[src/rtl/light_pkg.sv]
// Shared encodings for the traffic-light phase sequencer.
package light_pkg;

  typedef enum logic [1:0] {
    ST_IDLE   = 2'b00,
    ST_GREEN  = 2'b01,
    ST_YELLOW = 2'b10,
    ST_RED    = 2'b11
  } state_t;

  localparam logic [1:0] SEL_GREEN  = 2'b00;
  localparam logic [1:0] SEL_YELLOW = 2'b01;
  localparam logic [1:0] SEL_RED    = 2'b10;
  localparam logic [1:0] SEL_RSVD   = 2'b11;

  localparam logic [2:0] LAMP_GREEN  = 3'b001;
  localparam logic [2:0] LAMP_YELLOW = 3'b010;
  localparam logic [2:0] LAMP_RED    = 3'b100;

  localparam logic [6:0] MAX_SEC = 7'd99;

  // Running-phase rotation; IDLE always enters GREEN.
  function automatic state_t next_phase(input state_t s);
    case (s)
      ST_GREEN:  return ST_YELLOW;
      ST_YELLOW: return ST_RED;
      default:   return ST_GREEN;
    endcase
  endfunction

  // IDLE shows the red lamp, same as RED.
  function automatic logic [2:0] lamp_of(input state_t s);
    case (s)
      ST_GREEN:  return LAMP_GREEN;
      ST_YELLOW: return LAMP_YELLOW;
      default:   return LAMP_RED;
    endcase
  endfunction

endpackage

[src/rtl/sec_prescaler.sv]
// One-second tick generator: tick is high for one cycle every CLK_DIV cycles,
// counting restarts from 0 whenever clear is asserted.
module sec_prescaler #(
  parameter int unsigned CLK_DIV = 50000000
) (
  input  logic CLOCK_50,
  input  logic reset,
  input  logic clear,
  output logic tick
);

  localparam int unsigned CW = (CLK_DIV > 1) ? $clog2(CLK_DIV) : 1;
  localparam logic [CW-1:0] LAST = CW'(CLK_DIV - 1);

  logic [CW-1:0] cnt_q, cnt_d;

  // Terminal-count detect and wrap/clear of the cycle counter.
  always_comb begin
    tick  = (cnt_q == LAST);
    cnt_d = cnt_q + CW'(1);
    if (clear || tick) cnt_d = '0;
  end

  // Counter register.
  always_ff @(posedge CLOCK_50) begin
    if (reset) cnt_q <= '0;
    else       cnt_q <= cnt_d;
  end

endmodule

[src/rtl/light_phase_sequencer.sv]
// Traffic-light phase sequencer: IDLE/GREEN/YELLOW/RED with programmable
// per-phase durations, auto (timed) and manual (advance-only) modes.
module light_phase_sequencer
  import light_pkg::*;
#(
  parameter int unsigned CLK_DIV    = 50000000,
  parameter int unsigned DEF_GREEN  = 30,
  parameter int unsigned DEF_YELLOW = 3,
  parameter int unsigned DEF_RED    = 20
) (
  input  logic       CLOCK_50,
  input  logic       reset,
  input  logic       start,
  input  logic       mode,
  input  logic       advance,
  input  logic       cfg_we,
  input  logic [1:0] cfg_sel,
  input  logic [6:0] cfg_value,
  output logic [2:0] light,
  output logic [6:0] remaining,
  output logic       phase_done,
  output logic       cfg_err
);

  state_t     state_q, state_d;
  logic [6:0] rem_q, rem_d;
  logic [2:0] light_q, light_d;
  logic       phase_done_q, phase_done_d;
  logic       cfg_err_q, cfg_err_d;
  logic [6:0] dur_green_q, dur_green_d;
  logic [6:0] dur_yellow_q, dur_yellow_d;
  logic [6:0] dur_red_q, dur_red_d;
  logic       cfg_ok;
  logic       tick;
  logic       clear;
  logic       go;

  sec_prescaler #(.CLK_DIV(CLK_DIV)) u_prescaler (
    .CLOCK_50 (CLOCK_50),
    .reset    (reset),
    .clear    (clear),
    .tick     (tick)
  );

  // Duration register file: validate writes, flag rejects one cycle later.
  always_comb begin
    cfg_ok       = cfg_we && (cfg_sel != SEL_RSVD) &&
                   (cfg_value != 7'd0) && (cfg_value <= MAX_SEC);
    cfg_err_d    = cfg_we && !cfg_ok;
    dur_green_d  = dur_green_q;
    dur_yellow_d = dur_yellow_q;
    dur_red_d    = dur_red_q;
    if (cfg_ok) begin
      case (cfg_sel)
        SEL_GREEN:  dur_green_d  = cfg_value;
        SEL_YELLOW: dur_yellow_d = cfg_value;
        default:    dur_red_d    = cfg_value;
      endcase
    end
  end

  // Phase FSM next state, remaining-seconds countdown and registered outputs.
  // Durations are read from the *_d values so a write coinciding with phase
  // entry is the one loaded. Advance and an expiring tick share one 'go'.
  always_comb begin
    state_d = state_q;
    rem_d   = rem_q;
    go      = 1'b0;
    if (!start) begin
      state_d = ST_IDLE;
      rem_d   = '0;
    end else if (state_q == ST_IDLE) begin
      state_d = ST_GREEN;
    end else begin
      go = advance || (!mode && tick && (rem_q <= 7'd1));
      if (go)                state_d = next_phase(state_q);
      else if (!mode && tick) rem_d  = rem_q - 7'd1;
    end
    if (start && (state_d != state_q)) begin
      case (state_d)
        ST_GREEN:  rem_d = dur_green_d;
        ST_YELLOW: rem_d = dur_yellow_d;
        default:   rem_d = dur_red_d;
      endcase
    end
    clear        = (state_d != state_q) || (state_q == ST_IDLE);
    light_d      = lamp_of(state_d);
    phase_done_d = (state_q != ST_IDLE) && (state_d != ST_IDLE) &&
                   (state_d != state_q);
  end

  // State, duration and output registers.
  always_ff @(posedge CLOCK_50) begin
    if (reset) begin
      state_q      <= ST_IDLE;
      rem_q        <= '0;
      light_q      <= LAMP_RED;
      phase_done_q <= 1'b0;
      cfg_err_q    <= 1'b0;
      dur_green_q  <= 7'(DEF_GREEN);
      dur_yellow_q <= 7'(DEF_YELLOW);
      dur_red_q    <= 7'(DEF_RED);
    end else begin
      state_q      <= state_d;
      rem_q        <= rem_d;
      light_q      <= light_d;
      phase_done_q <= phase_done_d;
      cfg_err_q    <= cfg_err_d;
      dur_green_q  <= dur_green_d;
      dur_yellow_q <= dur_yellow_d;
      dur_red_q    <= dur_red_d;
    end
  end

  assign light      = light_q;
  assign remaining  = rem_q;
  assign phase_done = phase_done_q;
  assign cfg_err    = cfg_err_q;

endmodule
[config.mk]
export PLATFORM = sky130hd
export DESIGN_NAME = light_phase_sequencer
export DESIGN_NICKNAME = d
export VERILOG_FILES = /design/src/rtl/light_pkg.sv /design/src/rtl/sec_prescaler.sv /design/src/rtl/light_phase_sequencer.sv
export SDC_FILE = /design/constraint.sdc
export NUM_CORES = 1
export LEC_CHECK = 0
export CAP_MARGIN = 40
export CELL_PAD_IN_SITES_DETAIL_PLACEMENT = 0
export CELL_PAD_IN_SITES_GLOBAL_PLACEMENT = 2
export CORE_MARGIN = 1
export CORE_UTILIZATION = 39
export CTS_CLUSTER_DIAMETER = 40
export DETAILED_ROUTE_END_ITERATION = 10
export MAX_ROUTING_LAYER = met4
export PLACE_DENSITY = 0.86
export SYNTH_ARGS = -nofsm -noshare
export SYNTH_HDL_FRONTEND = slang
export SYNTH_SLANG_ARGS = --single-unit
[constraint.sdc]
create_clock -name CLOCK_50 -period 8.45 [get_ports CLOCK_50]
set_clock_uncertainty 0.05 [all_clocks]
set_input_delay 0.845 -clock CLOCK_50 [delete_from_list [all_inputs] [get_ports CLOCK_50]]
set_output_delay 0.845 -clock CLOCK_50 [all_outputs]
set_load 0.01 [all_outputs]
==> summary.md, run 1 <==
| Metric | Value |
|---|---|
| Chip Width | `92.0 um` |
| Worst min path class | `flop to flop` |
| Share of the clock period used by the worst path | `0.436` |
| Shortest clock period the worst path allows after layout | `3680 ps` |
| Core region area | `7770 um^2` |
| Max H-tree Level | `3` |
| Number of instances in the synthesized netlist | `351` |
| Count of yosys warnings during synthesis | `0` |
| Fin nets | `401` |
| Met3 Use GR | `0.0572` |
| Post-synthesis cell area | `3160 um^2` |
| Number of antenna violations at the first check in global routing | `0` |
| Post-synth EDFFs | `0` |
| Met2 Resource Use GR | `0.302` |
| Number of top-level design ports | `27` |
| Area used by multi-input combinational logic | `1800 um^2` |
| Data required time at the worst endpoint | `8640 ps` |
| Die area | `8470 um^2` |
| Highest fanout seen on the critical path | `10` |
| Share of post-route cells with drive strength above 1 | `0.115` |
| Pins over their slew limit | `0` |
| Pwr Total | `0.000626 W` |
| Hold Fails Final Rpt | `0` |
| Net count after synthesis | `373` |
| Number of clock sinks seen by CTS | `61` |
| Element type at the critical path start | `flop` |
| Sum of negative setup slack | `0 ps` |
| Quantity of gates resized following cts | `0` |
| Share of synthesized flip-flops with an asynchronous set or reset | `0` |
| Number of design-rule violations left by the first detailed-router iteration | `102` |
| Sequential area share after synthesis | `0.386` |
| Slowest CP cell | `sky130_fd_sc_hd__or4_1` |
| Count of input and output buffers | `26` |
| Global-route usage over all layers | `0.192` |
| Relative slew margins | `0.515` |
| Clock transition at the registers of the reported paths | `70 ps` |
| Final std cells w/o fill | `485` |
| Number of placement rows | `32` |
| Leading cell types by total area after synthesis | `sky130_fd_sc_hd__dfxtp_1, sky130_fd_sc_hd__nor2_1, sky130_fd_sc_hd__mux2i_1` |
| Setup repair after global routing missed its margin | `false` |
| Drt pass-1 iters | `4` |
| Critical Path Sink Type | `flop` |
| Actual transition at the worst max-transition pin | `722 ps` |
| Total setup violations reported at the end of the flow | `0` |
| Main flop type after synthesis | `sky130_fd_sc_hd__dfxtp_1` |
| Yosys cell types | `63` |
| TritonCTS clock tree | `built` |
| CTS hold repair buffers | `0` |
| Storage cell area | `1220 um^2` |
| First-pass GRT wire length | `12300 um` |
| Count of vias placed by the detailed router | `2556` |
| Remaining Overflow, GRT | `0` |
| Number of synthesized register bits | `61` |
| Stage delay of the slowest cell on the critical path | `560 ps` |
| Power per cell area | `170 nW/um^2` |
| Global placement routability congestion | `0.801` |
| Total DRC errors in the routed layout | `0` |
| Placed Cells incl. Taps | `470` |
| Number of buffers created by CTS | `9` |
| Global-route track usage on met1 | `0.244` |
| DIE HEIGHT | `92.0 um` |
| Static power due to leakage | `1.35 nW` |
| Fillers | `785` |
| Root Buffer | `sky130_fd_sc_hd__clkbuf_8` |
| Top cell type's share of synthesized area | `0.386` |
| Mean instance size in the synthesized netlist | `9.01 um^2` |
| Post-detailed-route count of antenna-violating nets | `0` |
| Most utilized layer in the global route result | `met2` |
| Longest Clk Path Bufs | `2` |
| Synthesis-to-layout area growth | `16.6%` |
| Total half-perimeter wirelength after legalization and detailed placement | `5310 um` |
| Worst-path cell chain | `or4_1 > or3_4 > o31ai_4 > mux2i_1 > o21ai_0 > ha_1 > inv_1 > a311o_1 > a32o_1 > o211a_1` |
| Peak Freq | `272 MHz` |
| Data arrival time of the critical path | `3870 ps` |
| Maximum number of pins on one net before global-route repair | `33` |
| Maximum capacitance violations | `0` |
| Number of diodes | `0` |
| Worst-case hold slack | `411 ps` |
| Effective utilization at floorplan | `0.407` |
| Via count of the first global-routing pass | `2458` |
| Final Routed Wirelength | `7330 um` |
| Worst supply voltage drop on vdd | `96.9 uV` |
| Cell taking the most area after synthesis | `sky130_fd_sc_hd__dfxtp_1` |
| Post-CTS Setup Bufs | `0` |
| Final routed wire length divided by cell count | `15.1 um` |
| Clk_lat worst skew | `340 ps` |
| Number of vias per cell | `5.27` |
| Outcome | `complete, no violations` |
| Worst setup path category | `flop to flop` |
-- metrics by stage --
stage / worst slack [ps] / cell area (um^2) / utilization
2_1_floorplan: 4960 / 3160 / -
3_3_place_gp: 4630 / 3490 / 0.450
3_5_place_dp: 4540 / 3510 / 0.451
4_1_cts: 4780 / 3690 / 0.475
5_1_grt: 4510 / 3690 / 0.475
6_report: 4770 / 3690 / 0.475
-- layout by cell type (no fill, tap or decap), types with 8 or more instances in the layout --
cell	instances
sky130_fd_sc_hd__nand2_1	31
sky130_fd_sc_hd__clkbuf_8	9
sky130_fd_sc_hd__mux2i_1	13
sky130_fd_sc_hd__and3_1	8
sky130_fd_sc_hd__nor2_1	51
sky130_fd_sc_hd__mux2_2	10
sky130_fd_sc_hd__clkdlybuf4s50_1	26
sky130_fd_sc_hd__inv_1	20
sky130_fd_sc_hd__dfxtp_1	61
sky130_fd_sc_hd__xnor2_1	13
sky130_fd_sc_hd__nand3_1	11
sky130_fd_sc_hd__xor2_1	13
-- area by class of cell --
class                           instances  share of cell area
Timing Repair Buffer                   28              0.0757
Clock buffer                           10              0.0346
Inverter                               20              0.0204
Tap cell                              102              0.0346
Multi-Input combinational cell        259               0.489
Sequential cell                        61               0.331
Clock inverter                          5              0.0143
-- metal layers --
layer	vias up	routed length, um	part of all wire
li1	1295	-	-
met1	1208	3550	0.48
met2	45	3400	0.46
met3	8	313	0.043
met4	0	70	0.0095
met5	-	0	0
-- flip-flops by register name, summed over array words and instances, names as in the netlist --
register	count
dur_green_q	7
u_prescaler.cnt_q	26
phase_done	1
dur_red_q	7
cfg_err	1
remaining	7
state_q	2
dur_yellow_q	7
light	3
-- final timing paths --
| check | start | endpoint | slack (ps) | depth (start not counted) |
|---|---|---|---|---|
| setup / recovery | remaining[2] | remaining[5] | 4770 | 10 |
| hold / removal | u_prescaler.cnt_q[0] | u_prescaler.cnt_q[0] | 410 | 1 |
| setup reg to reg | remaining[2] | remaining[5] | 4770 | 10 |
| hold reg to reg | u_prescaler.cnt_q[0] | u_prescaler.cnt_q[0] | 410 | 1 |
-- cell families (layout without fill, tap and decap cells) --
| kind of cell | after synthesis | count (layout) | share of synthesized area |
|---|---|---|---|
| simple gates | 163 | 163 | 0.273 |
| flops | 61 | 61 | 0.386 |
| compound gates | 40 | 40 | 0.120 |
| buf+inv | 31 | 63 | 0.0435 |
| xor+xnor | 26 | 26 | 0.0720 |
| mux | 23 | 23 | 0.0768 |
| fa+ha+maj | 7 | 7 | 0.0277 |
-- critical path: cells and delay by family, from the launching register on --
family	cells	cell delay, ps
AOI/OAI and AO/OA	5	1230
adders and majority gates	1	550
buffers and inverters	1	170
DFF	1	390
muxes	1	220
and+or+nand+nor	2	970
-- report_power, final --
group          internal, W  switching [W]  total (W)
Clock             0.000133       0.000113   0.000246
Sequential        0.000294     0.00000549   0.000300
Combinational    0.0000378      0.0000431  0.0000809
Total             0.000465       0.000162   0.000626
-- cell usage after synthesis, drive strengths merged (3+ instances only) --
| library cell | count |
|---|---|
| a221oi | 4 |
| ha | 7 |
| nor2b | 3 |
| inv | 20 |
| o221ai | 3 |
| mux2i | 13 |
| or3 | 8 |
| nor3 | 6 |
| nor2 | 51 |
| xnor2 | 13 |
| o21ai | 4 |
| nand3b | 3 |
| buf | 5 |
| a21oi | 5 |
| nand2 | 31 |
| and4 | 5 |
| nand2b | 6 |
| dfxtp | 61 |
| xor2 | 13 |
| and3 | 8 |
| nand3 | 11 |
| or4 | 3 |
| or2 | 6 |
| nor4 | 5 |
| nand4 | 7 |
| clkbuf | 6 |
| mux2 | 10 |
Power figures use the tool's default switching activity.
==> run 2: changes to the inputs <==
--- a/config.mk
+++ b/config.mk
@@ -9,11 +9,11 @@
 export CELL_PAD_IN_SITES_DETAIL_PLACEMENT = 0
 export CELL_PAD_IN_SITES_GLOBAL_PLACEMENT = 2
 export CORE_MARGIN = 1
-export CORE_UTILIZATION = 39
+export CORE_UTILIZATION = 36
 export CTS_CLUSTER_DIAMETER = 40
 export DETAILED_ROUTE_END_ITERATION = 10
 export MAX_ROUTING_LAYER = met4
-export PLACE_DENSITY = 0.86
+export PLACE_DENSITY = 0.8
 export SYNTH_ARGS = -nofsm -noshare
 export SYNTH_HDL_FRONTEND = slang
 export SYNTH_SLANG_ARGS = --single-unit
==> constraint.sdc (replaced) <==
create_clock -name CLOCK_50 -period 3.7 [get_ports CLOCK_50]
set_clock_uncertainty 0.05 [all_clocks]
set_input_delay 0.37 -clock CLOCK_50 [delete_from_list [all_inputs] [get_ports CLOCK_50]]
set_output_delay 0.37 -clock CLOCK_50 [all_outputs]
set_load 0.01 [all_outputs]
==> run 2 against run 1 <==
  * Total power up 130%
  * Die area is 8.1% higher
  * Global-route usage decreased by 0.27 points
  * Utilization shrank 2.6 points
  * Combinational power increased by 140%
  * First-iteration DRC count grew 28%
  * Critical path depth stayed put
  * Critical path type unchanged
  * Largest cell class unchanged
==> summary.md, run 2 (synthesis results as in run 1) <==
| Metric | Value |
|---|---|
| Static power due to leakage | `1.38 nW (was 1.35 nW)` |
| Core region area | `8340 um^2 (was 7770 um^2)` |
| Switching power total | `0.000374 W (was 0.000162 W)` |
| Most flops, register | `u_prescaler.cnt_q (unchanged)` |
| Part of the power in the clock network | `0.403 (was 0.392)` |
| Number of diodes | `0 (unchanged)` |
| Chip Width | `95.7 um (was 92.0 um)` |
| Clk_lat worst skew | `340 ps (about the same)` |
| Number of vias per cell | `5.24 (was 5.27)` |
| Stage delay of the slowest cell on the critical path | `550 ps (was 560 ps)` |
| Pins over their slew limit | `0 (unchanged)` |
| Slowest CP cell | `sky130_fd_sc_hd__or4_1 (unchanged)` |
| Root Buffer | `sky130_fd_sc_hd__clkbuf_8 (unchanged)` |
| Switching portion of total power | `0.255 (was 0.258)` |
| Logic pwr share | `0.132 (was 0.129)` |
| Count of vias placed by the detailed router | `2596 (was 2556)` |
| Largest register FFs | `26 (unchanged)` |
| Clock transition at the registers of the reported paths | `70 ps (about the same)` |
| Via count of the first global-routing pass | `2417 (was 2458)` |
| Maximum capacitance violations | `0 (unchanged)` |
| Critical Path Sink Type | `flop (unchanged)` |
| Count of input and output buffers | `26 (unchanged)` |
| Actual transition at the worst max-transition pin | `752 ps (was 722 ps)` |
| Final Routed Wirelength | `7510 um (was 7330 um)` |
| Die area | `9160 um^2 (was 8470 um^2)` |
| Largest delay contributor family on the critical path | `simple AND/OR/NAND/NOR gates (was compound AO/OA/AOI/OAI gates)` |
| TritonCTS clock tree | `built (unchanged)` |
| Number of clock sinks seen by CTS | `61 (unchanged)` |
| Launch instance of the worst min-delay path | `u_prescaler.cnt_q[0] (unchanged)` |
| Global-route usage over all layers | `0.190 (was 0.192)` |
| Sum of buffers and inverters on the critical path | `1 (unchanged)` |
| Number of top-level design ports | `27 (unchanged)` |
| Worst setup startpoint | `remaining[2] (unchanged)` |
| Remaining Overflow, GRT | `0 (unchanged)` |
| Max H-tree Level | `3 (unchanged)` |
| Total setup violations reported at the end of the flow | `0 (unchanged)` |
| Hold Fails Final Rpt | `0 (unchanged)` |
| Drt pass-1 iters | `4 (unchanged)` |
| Fin nets | `407 (was 401)` |
| Highest fanout seen on the critical path | `5 (was 10)` |
| Outcome | `complete, no violations (unchanged)` |
| DIE HEIGHT | `95.7 um (was 92.0 um)` |
| First-pass GRT wire length | `12600 um (was 12300 um)` |
| Worst-case hold slack | `411 ps (about the same)` |
| Share of the clock period used by the worst path | `0.940 (was 0.436)` |
| Number of design-rule violations left by the first detailed-router iteration | `131 (was 102)` |
| Critical R2R Launch | `remaining[2] (unchanged)` |
| Maximum number of pins on one net before global-route repair | `32 (was 33)` |
| Worst-path cell chain | `or4_1 > or3_4 > o31ai_4 > mux2_2 > nand3_1 > ha_1 > inv_1 > o221a_2 > or3_1 > a21oi_1 (was or4_1 > or3_4 > o31ai_4 > mux2i_1 > o21ai_0 > ha_1 > inv_1 > a311o_1 > a32o_1 > o211a_1)` |
| Post-CTS Setup Bufs | `0 (unchanged)` |
| Data required time at the worst endpoint | `3930 ps (was 8640 ps)` |
| Setup repair after global routing missed its margin | `false (unchanged)` |
| Power per cell area | `391 nW/um^2 (was 170 nW/um^2)` |
| Global placement routability congestion | `0.794 (was 0.801)` |
| Worst supply voltage drop on vdd | `162 uV (was 96.9 uV)` |
| Most used cells in the layout excluding fill and tap cells | `sky130_fd_sc_hd__dfxtp_1, sky130_fd_sc_hd__nor2_1, sky130_fd_sc_hd__nand2_1, sky130_fd_sc_hd__clkdlybuf4s50_1, sky130_fd_sc_hd__inv_1 (unchanged)` |
| Worst min path class | `flop to flop (unchanged)` |
| Data arrival time of the critical path | `3700 ps (was 3870 ps)` |
| Number of buffers created by CTS | `9 (unchanged)` |
| Peak Freq | `287 MHz (was 272 MHz)` |
| Leading cell type in the layout, fill and taps excluded | `sky130_fd_sc_hd__dfxtp_1 (unchanged)` |
| Sum of negative setup slack | `0 ps (unchanged)` |
| Sequential cell fraction of total power | `0.465 (was 0.478)` |
| Relative slew margins | `0.494 (was 0.515)` |
| Share of post-route cells with drive strength above 1 | `0.128 (was 0.115)` |
| Shortest clock period the worst path allows after layout | `3480 ps (was 3680 ps)` |
| Element type at the critical path start | `flop (unchanged)` |
| Final routed wire length divided by cell count | `15.2 um (was 15.1 um)` |
| CTS hold repair buffers | `0 (unchanged)` |
| Total half-perimeter wirelength after legalization and detailed placement | `5460 um (was 5310 um)` |
| Number of placement rows | `33 (was 32)` |
| Post-detailed-route count of antenna-violating nets | `0 (unchanged)` |
| Worst setup path category | `flop to flop (unchanged)` |
| Internal power of the cells | `0.00109 W (was 0.000465 W)` |
| Effective utilization at floorplan | `0.379 (was 0.407)` |
| Synthesis-to-layout area growth | `18.4% (was 16.6%)` |
| Total DRC errors in the routed layout | `0 (unchanged)` |
| Longest Clk Path Bufs | `2 (unchanged)` |
| Number of antenna violations at the first check in global routing | `0 (unchanged)` |
## run 2: path summary, 6_finish.rpt
path | to | slack (ps) | cells after the start
max | remaining[2] | 220 | 10
min | u_prescaler.cnt_q[0] | 410 | 1
max reg2reg | remaining[2] | 220 | 10
min reg2reg | u_prescaler.cnt_q[0] | 410 | 1
## run 2: repair_timing
action                                  in CTS  in global routing
endpoints found under the setup margin       0                  2
endpoints found under the hold margin        0                  0
gates resized for setup                      0                  1
## run 2: final cells by class
cell class / count / area [um^2]
Fill cell: 852 / 4600
Multi-Input combinational cell: 259 / 1800
Sequential cell: 61 / 1220
Timing Repair Buffer: 34 / 320
Clock buffer: 12 / 145
Tap cell: 105 / 131
Inverter: 20 / 75.1
Clock inverter: 4 / 47.5
## run 2: power by group through the flow
stage	Clock (W)	Combinational, W	Sequential (W)
global placement	0	0.000195	0.000695
detailed placement	0	0.000193	0.000695
CTS	0.000608	0.000194	0.000680
global route	0.000646	0.000212	0.000682
floorplan	0	0.000117	0.000698
finish	0.000590	0.000193	0.000680
## run 2: metal layers
layer / track usage / wire length [um] / share of wire
met1: 0.269 / 3980 / 0.53
met3: 0.0403 / 293 / 0.039
met4: 0.0796 / 157 / 0.021
met5: - / 0 / 0
met2: 0.258 / 3070 / 0.41
## run 2: stage by stage
step / worst slack (ps) / instances / util / total power (W) / cell area (um^2)
after floorplan: 213 / 351 / - / 0.000815 / 3160
after global placement: 315 / 479 / 0.426 / 0.000889 / 3550
after detailed placement: 155 / 479 / 0.426 / 0.000888 / 3550
after CTS: 121 / 495 / 0.449 / 0.00148 / 3740
after global routing: 48.1 / 495 / 0.449 / 0.00154 / 3740
final: 221 / 495 / 0.449 / 0.00146 / 3740
## run 2: worst reg2reg max path, delay by kind of cell (launching register included)
| family | cells | cell delay (ps) |
|---|---|---|
| buf+inv | 1 | 130 |
| simple gates | 4 | 1470 |
| compound gates | 3 | 800 |
| fa+ha+maj | 1 | 270 |
| flops | 1 | 310 |
| mux | 1 | 370 |
==> run 3: changes to the inputs <==
--- a/config.mk
+++ b/config.mk
@@ -5,15 +5,16 @@
 export SDC_FILE = /design/constraint.sdc
 export NUM_CORES = 1
 export LEC_CHECK = 0
+export ABC_AREA = 1
 export CAP_MARGIN = 40
 export CELL_PAD_IN_SITES_DETAIL_PLACEMENT = 0
 export CELL_PAD_IN_SITES_GLOBAL_PLACEMENT = 2
 export CORE_MARGIN = 1
-export CORE_UTILIZATION = 36
+export CORE_UTILIZATION = 33
 export CTS_CLUSTER_DIAMETER = 40
 export DETAILED_ROUTE_END_ITERATION = 10
 export MAX_ROUTING_LAYER = met4
-export PLACE_DENSITY = 0.8
+export PLACE_DENSITY = 0.81
 export SYNTH_ARGS = -nofsm -noshare
 export SYNTH_HDL_FRONTEND = slang
 export SYNTH_SLANG_ARGS = --single-unit
==> run 3 against run 2 <==
  * Flip-flop and latch count stayed put
  * Critical path depth rose by 8
  * Fmax increased by 28%
==> summary.md, run 3 <==
| Metric | Value |
|---|---|
| Main flop type after synthesis | `sky130_fd_sc_hd__dfxtp_1 (unchanged)` |
| Share of post-route cells with drive strength above 1 | `0.119 (was 0.128)` |
| Core region area | `10300 um^2 (was 8340 um^2)` |
| Final core utilization | `0.396 (was 0.449)` |
| Global-route usage over all layers | `0.167 (was 0.190)` |
| Number of buffers created by CTS | `9 (unchanged)` |
| Data required time at the worst endpoint | `3890 ps (was 3930 ps)` |
| Stage delay of the slowest cell on the critical path | `520 ps (was 550 ps)` |
| Total setup violations reported at the end of the flow | `0 (unchanged)` |
| Quantity of gates resized following cts | `0 (unchanged)` |
| Cell taking the most area after synthesis | `sky130_fd_sc_hd__dfxtp_1 (unchanged)` |
| Clock transition at the registers of the reported paths | `70 ps (about the same)` |
| Count of input and output buffers | `26 (unchanged)` |
| Worst setup path category | `flop to flop (unchanged)` |
| Number of vias per cell | `4.74 (was 5.24)` |
| Worst supply voltage drop on vdd | `193 uV (was 162 uV)` |
| Final Routed Wirelength | `8580 um (was 7510 um)` |
| Clk_lat worst skew | `340 ps (about the same)` |
| Post-detailed-route count of antenna-violating nets | `0 (unchanged)` |
| Leading cell types by total area after synthesis | `sky130_fd_sc_hd__dfxtp_1, sky130_fd_sc_hd__nand2_1, sky130_fd_sc_hd__inv_1 (was sky130_fd_sc_hd__dfxtp_1, sky130_fd_sc_hd__nor2_1, sky130_fd_sc_hd__mux2i_1)` |
| Highest fanout seen on the critical path | `13 (was 5)` |
| Leading cell type in the layout, fill and taps excluded | `sky130_fd_sc_hd__nand2_1 (was sky130_fd_sc_hd__dfxtp_1)` |
| Remaining Overflow, GRT | `0 (unchanged)` |
| List of most frequent post-synthesis cells | `sky130_fd_sc_hd__nand2_1, sky130_fd_sc_hd__inv_1, sky130_fd_sc_hd__dfxtp_1 (was sky130_fd_sc_hd__dfxtp_1, sky130_fd_sc_hd__nor2_1, sky130_fd_sc_hd__nand2_1)` |
| Data arrival time of the critical path | `2910 ps (was 3700 ps)` |
| Number of clock sinks seen by CTS | `61 (unchanged)` |
| Slowest CP cell | `sky130_fd_sc_hd__ha_1 (was sky130_fd_sc_hd__or4_1)` |
| Post-CTS Setup Bufs | `0 (unchanged)` |
| Critical Path Sink Type | `flop (unchanged)` |
| Share of synthesized flip-flops with an asynchronous set or reset | `0 (unchanged)` |
| Most flops, register | `u_prescaler.cnt_q (unchanged)` |
| Yosys cell types | `34 (was 63)` |
| Number of placement rows | `37 (was 33)` |
| Total DRC errors in the routed layout | `0 (unchanged)` |
| Maximum number of pins on one net before global-route repair | `27 (was 32)` |
| Die area | `11000 um^2 (was 9160 um^2)` |
| Worst hold path stage count | `1 (unchanged)` |
| Number of antenna violations at the first check in global routing | `0 (unchanged)` |
| Peak Freq | `367 MHz (was 287 MHz)` |
| Drt pass-1 iters | `4 (unchanged)` |
| Worst-case reg-to-reg path depth | `18 (was 10)` |
| CTS hold repair buffers | `0 (unchanged)` |
| Sum of buffers and inverters on the critical path | `2 (was 1)` |
| Most used cells in the layout excluding fill and tap cells | `sky130_fd_sc_hd__nand2_1, sky130_fd_sc_hd__inv_1, sky130_fd_sc_hd__dfxtp_1, sky130_fd_sc_hd__nor2_1, sky130_fd_sc_hd__o21ai_0 (was sky130_fd_sc_hd__dfxtp_1, sky130_fd_sc_hd__nor2_1, sky130_fd_sc_hd__nand2_1, sky130_fd_sc_hd__clkdlybuf4s50_1, sky130_fd_sc_hd__inv_1)` |
| Worst-path cell chain | `ha_1 > nand2_2 > nor2_4 > nand2_2 > nor2_4 > nand4_4 > nand2_2 > nand2_1 > nand3_2 > nand2_2 > ha_1 > inv_1 > nand2_1 > nand2_1 > nand3_1 > nand3_1 > nand2_1 > inv_1 (was or4_1 > or3_4 > o31ai_4 > mux2_2 > nand3_1 > ha_1 > inv_1 > o221a_2 > or3_1 > a21oi_1)` |
| Fin nets | `565 (was 407)` |
| Largest register FFs | `26 (unchanged)` |
| Longest Clk Path Bufs | `2 (unchanged)` |
| Number of top-level design ports | `27 (unchanged)` |
| Final routed wire length divided by cell count | `12.5 um (was 15.2 um)` |
| Post-synth EDFFs | `0 (unchanged)` |
| Static power due to leakage | `1.70 nW (was 1.38 nW)` |
| Count of yosys warnings during synthesis | `0 (unchanged)` |
| Largest delay contributor family on the critical path | `simple AND/OR/NAND/NOR gates (unchanged)` |
| Pwr Total | `0.00152 W (was 0.00146 W)` |
| DIE HEIGHT | `105 um (was 95.7 um)` |
| Effective utilization at floorplan | `0.340 (was 0.379)` |
| Worst min path class | `flop to flop (unchanged)` |
| Relative slew margins | `0.570 (was 0.494)` |
| Number of instances in the synthesized netlist | `518 (was 351)` |
| Total half-perimeter wirelength after legalization and detailed placement | `6320 um (was 5460 um)` |
| Global placement routability congestion | `0.789 (was 0.794)` |
| Sequential area share after synthesis | `0.349 (was 0.386)` |
| Number of design-rule violations left by the first detailed-router iteration | `135 (was 131)` |
| Max H-tree Level | `3 (unchanged)` |
| Hold Fails Final Rpt | `0 (unchanged)` |
| Via count of the first global-routing pass | `2950 (was 2417)` |
| Post-synthesis cell area | `3490 um^2 (was 3160 um^2)` |
| Sum of negative setup slack | `0 ps (unchanged)` |
| Power per cell area | `375 nW/um^2 (was 391 nW/um^2)` |
| Maximum capacitance violations | `0 (unchanged)` |
| Mean instance size in the synthesized netlist | `6.75 um^2 (was 9.01 um^2)` |
| Setup repair after global routing missed its margin | `false (unchanged)` |
| Outcome | `complete, no violations (unchanged)` |
| Element type at the critical path start | `flop (unchanged)` |
| Net count after synthesis | `540 (was 373)` |
| Share of the clock period used by the worst path | `0.736 (was 0.940)` |
| Count of vias placed by the detailed router | `3240 (was 2596)` |
| First-pass GRT wire length | `14200 um (was 12600 um)` |
| Chip Width | `105 um (was 95.7 um)` |
| Pins over their slew limit | `0 (unchanged)` |
| Number of synthesized register bits | `61 (unchanged)` |
| Critical path depth | `18 (was 10)` |
| Number of diodes | `0 (unchanged)` |
| Actual transition at the worst max-transition pin | `645 ps (was 752 ps)` |
| Cell with the most instances after synthesis | `sky130_fd_sc_hd__nand2_1 (was sky130_fd_sc_hd__dfxtp_1)` |
| Synthesis-to-layout area growth | `16.4% (was 18.4%)` |
| Root Buffer | `sky130_fd_sc_hd__clkbuf_8 (unchanged)` |
| Shortest clock period the worst path allows after layout | `2720 ps (was 3480 ps)` |
| Fillers | `1142 (was 852)` |
| Worst-case hold slack | `401 ps (was 411 ps)` |
| TritonCTS clock tree | `built (unchanged)` |
| Top cell type's share of synthesized area | `0.349 (was 0.386)` |
[run 3: power breakdown]
part / total (W) / switching, W / internal (W)
clock: 0.000593 / 0.000265 / 0.000328
sequential: 0.000692 / 0.0000143 / 0.000678
combinational: 0.000238 / 0.000147 / 0.0000904
total: 0.00152 / 0.000427 / 0.00110
[run 3: logic make-up after synthesis]
group,share of synthesized area
AO/OA/AOI/OAI,0.0866
XOR/XNOR,0.0276
adder cells (fa/ha/maj),0.0251
buffers and inverters,0.116
flip-flops,0.349
AND/OR/NAND/NOR,0.396
[run 3: stage by stage]
stage               worst slack [ps]  cell area [um^2]  instances
CTS                              952              4070        684
floorplan                       1320              3490        518
global placement                 652              3870        668
global route                     632              4070        684
detailed placement               653              3870        668
finish                           976              4070        684
[run 3: layout make-up]
| cell class | count | area, um^2 | share of cell area |
|---|---|---|---|
| multi-input combinational | 355 | 1870 | 0.460 |
| sequential | 61 | 1220 | 0.300 |
| inverter | 87 | 328 | 0.0806 |
| timing repair buffer | 29 | 283 | 0.0695 |
| tap | 136 | 170 | 0.0418 |
| clock buffer | 12 | 145 | 0.0357 |
| clock inverter | 4 | 47.5 | 0.0117 |
[run 3: path summary, 6_finish.rpt]
| check | startpoint | to | slack, ps |
|---|---|---|---|
| max | u_prescaler.cnt_q[0] | remaining[2] | 980 |
| min | u_prescaler.cnt_q[0] | u_prescaler.cnt_q[0] | 400 |
| max reg2reg | u_prescaler.cnt_q[0] | remaining[2] | 980 |
| min reg2reg | u_prescaler.cnt_q[0] | u_prescaler.cnt_q[0] | 400 |
[run 3: per-layer routing]
metal  GRT usage  wire length, um
met5           -                0
met1       0.214             4220
met3      0.0412              260
met2       0.261             4000
met4      0.0483              105
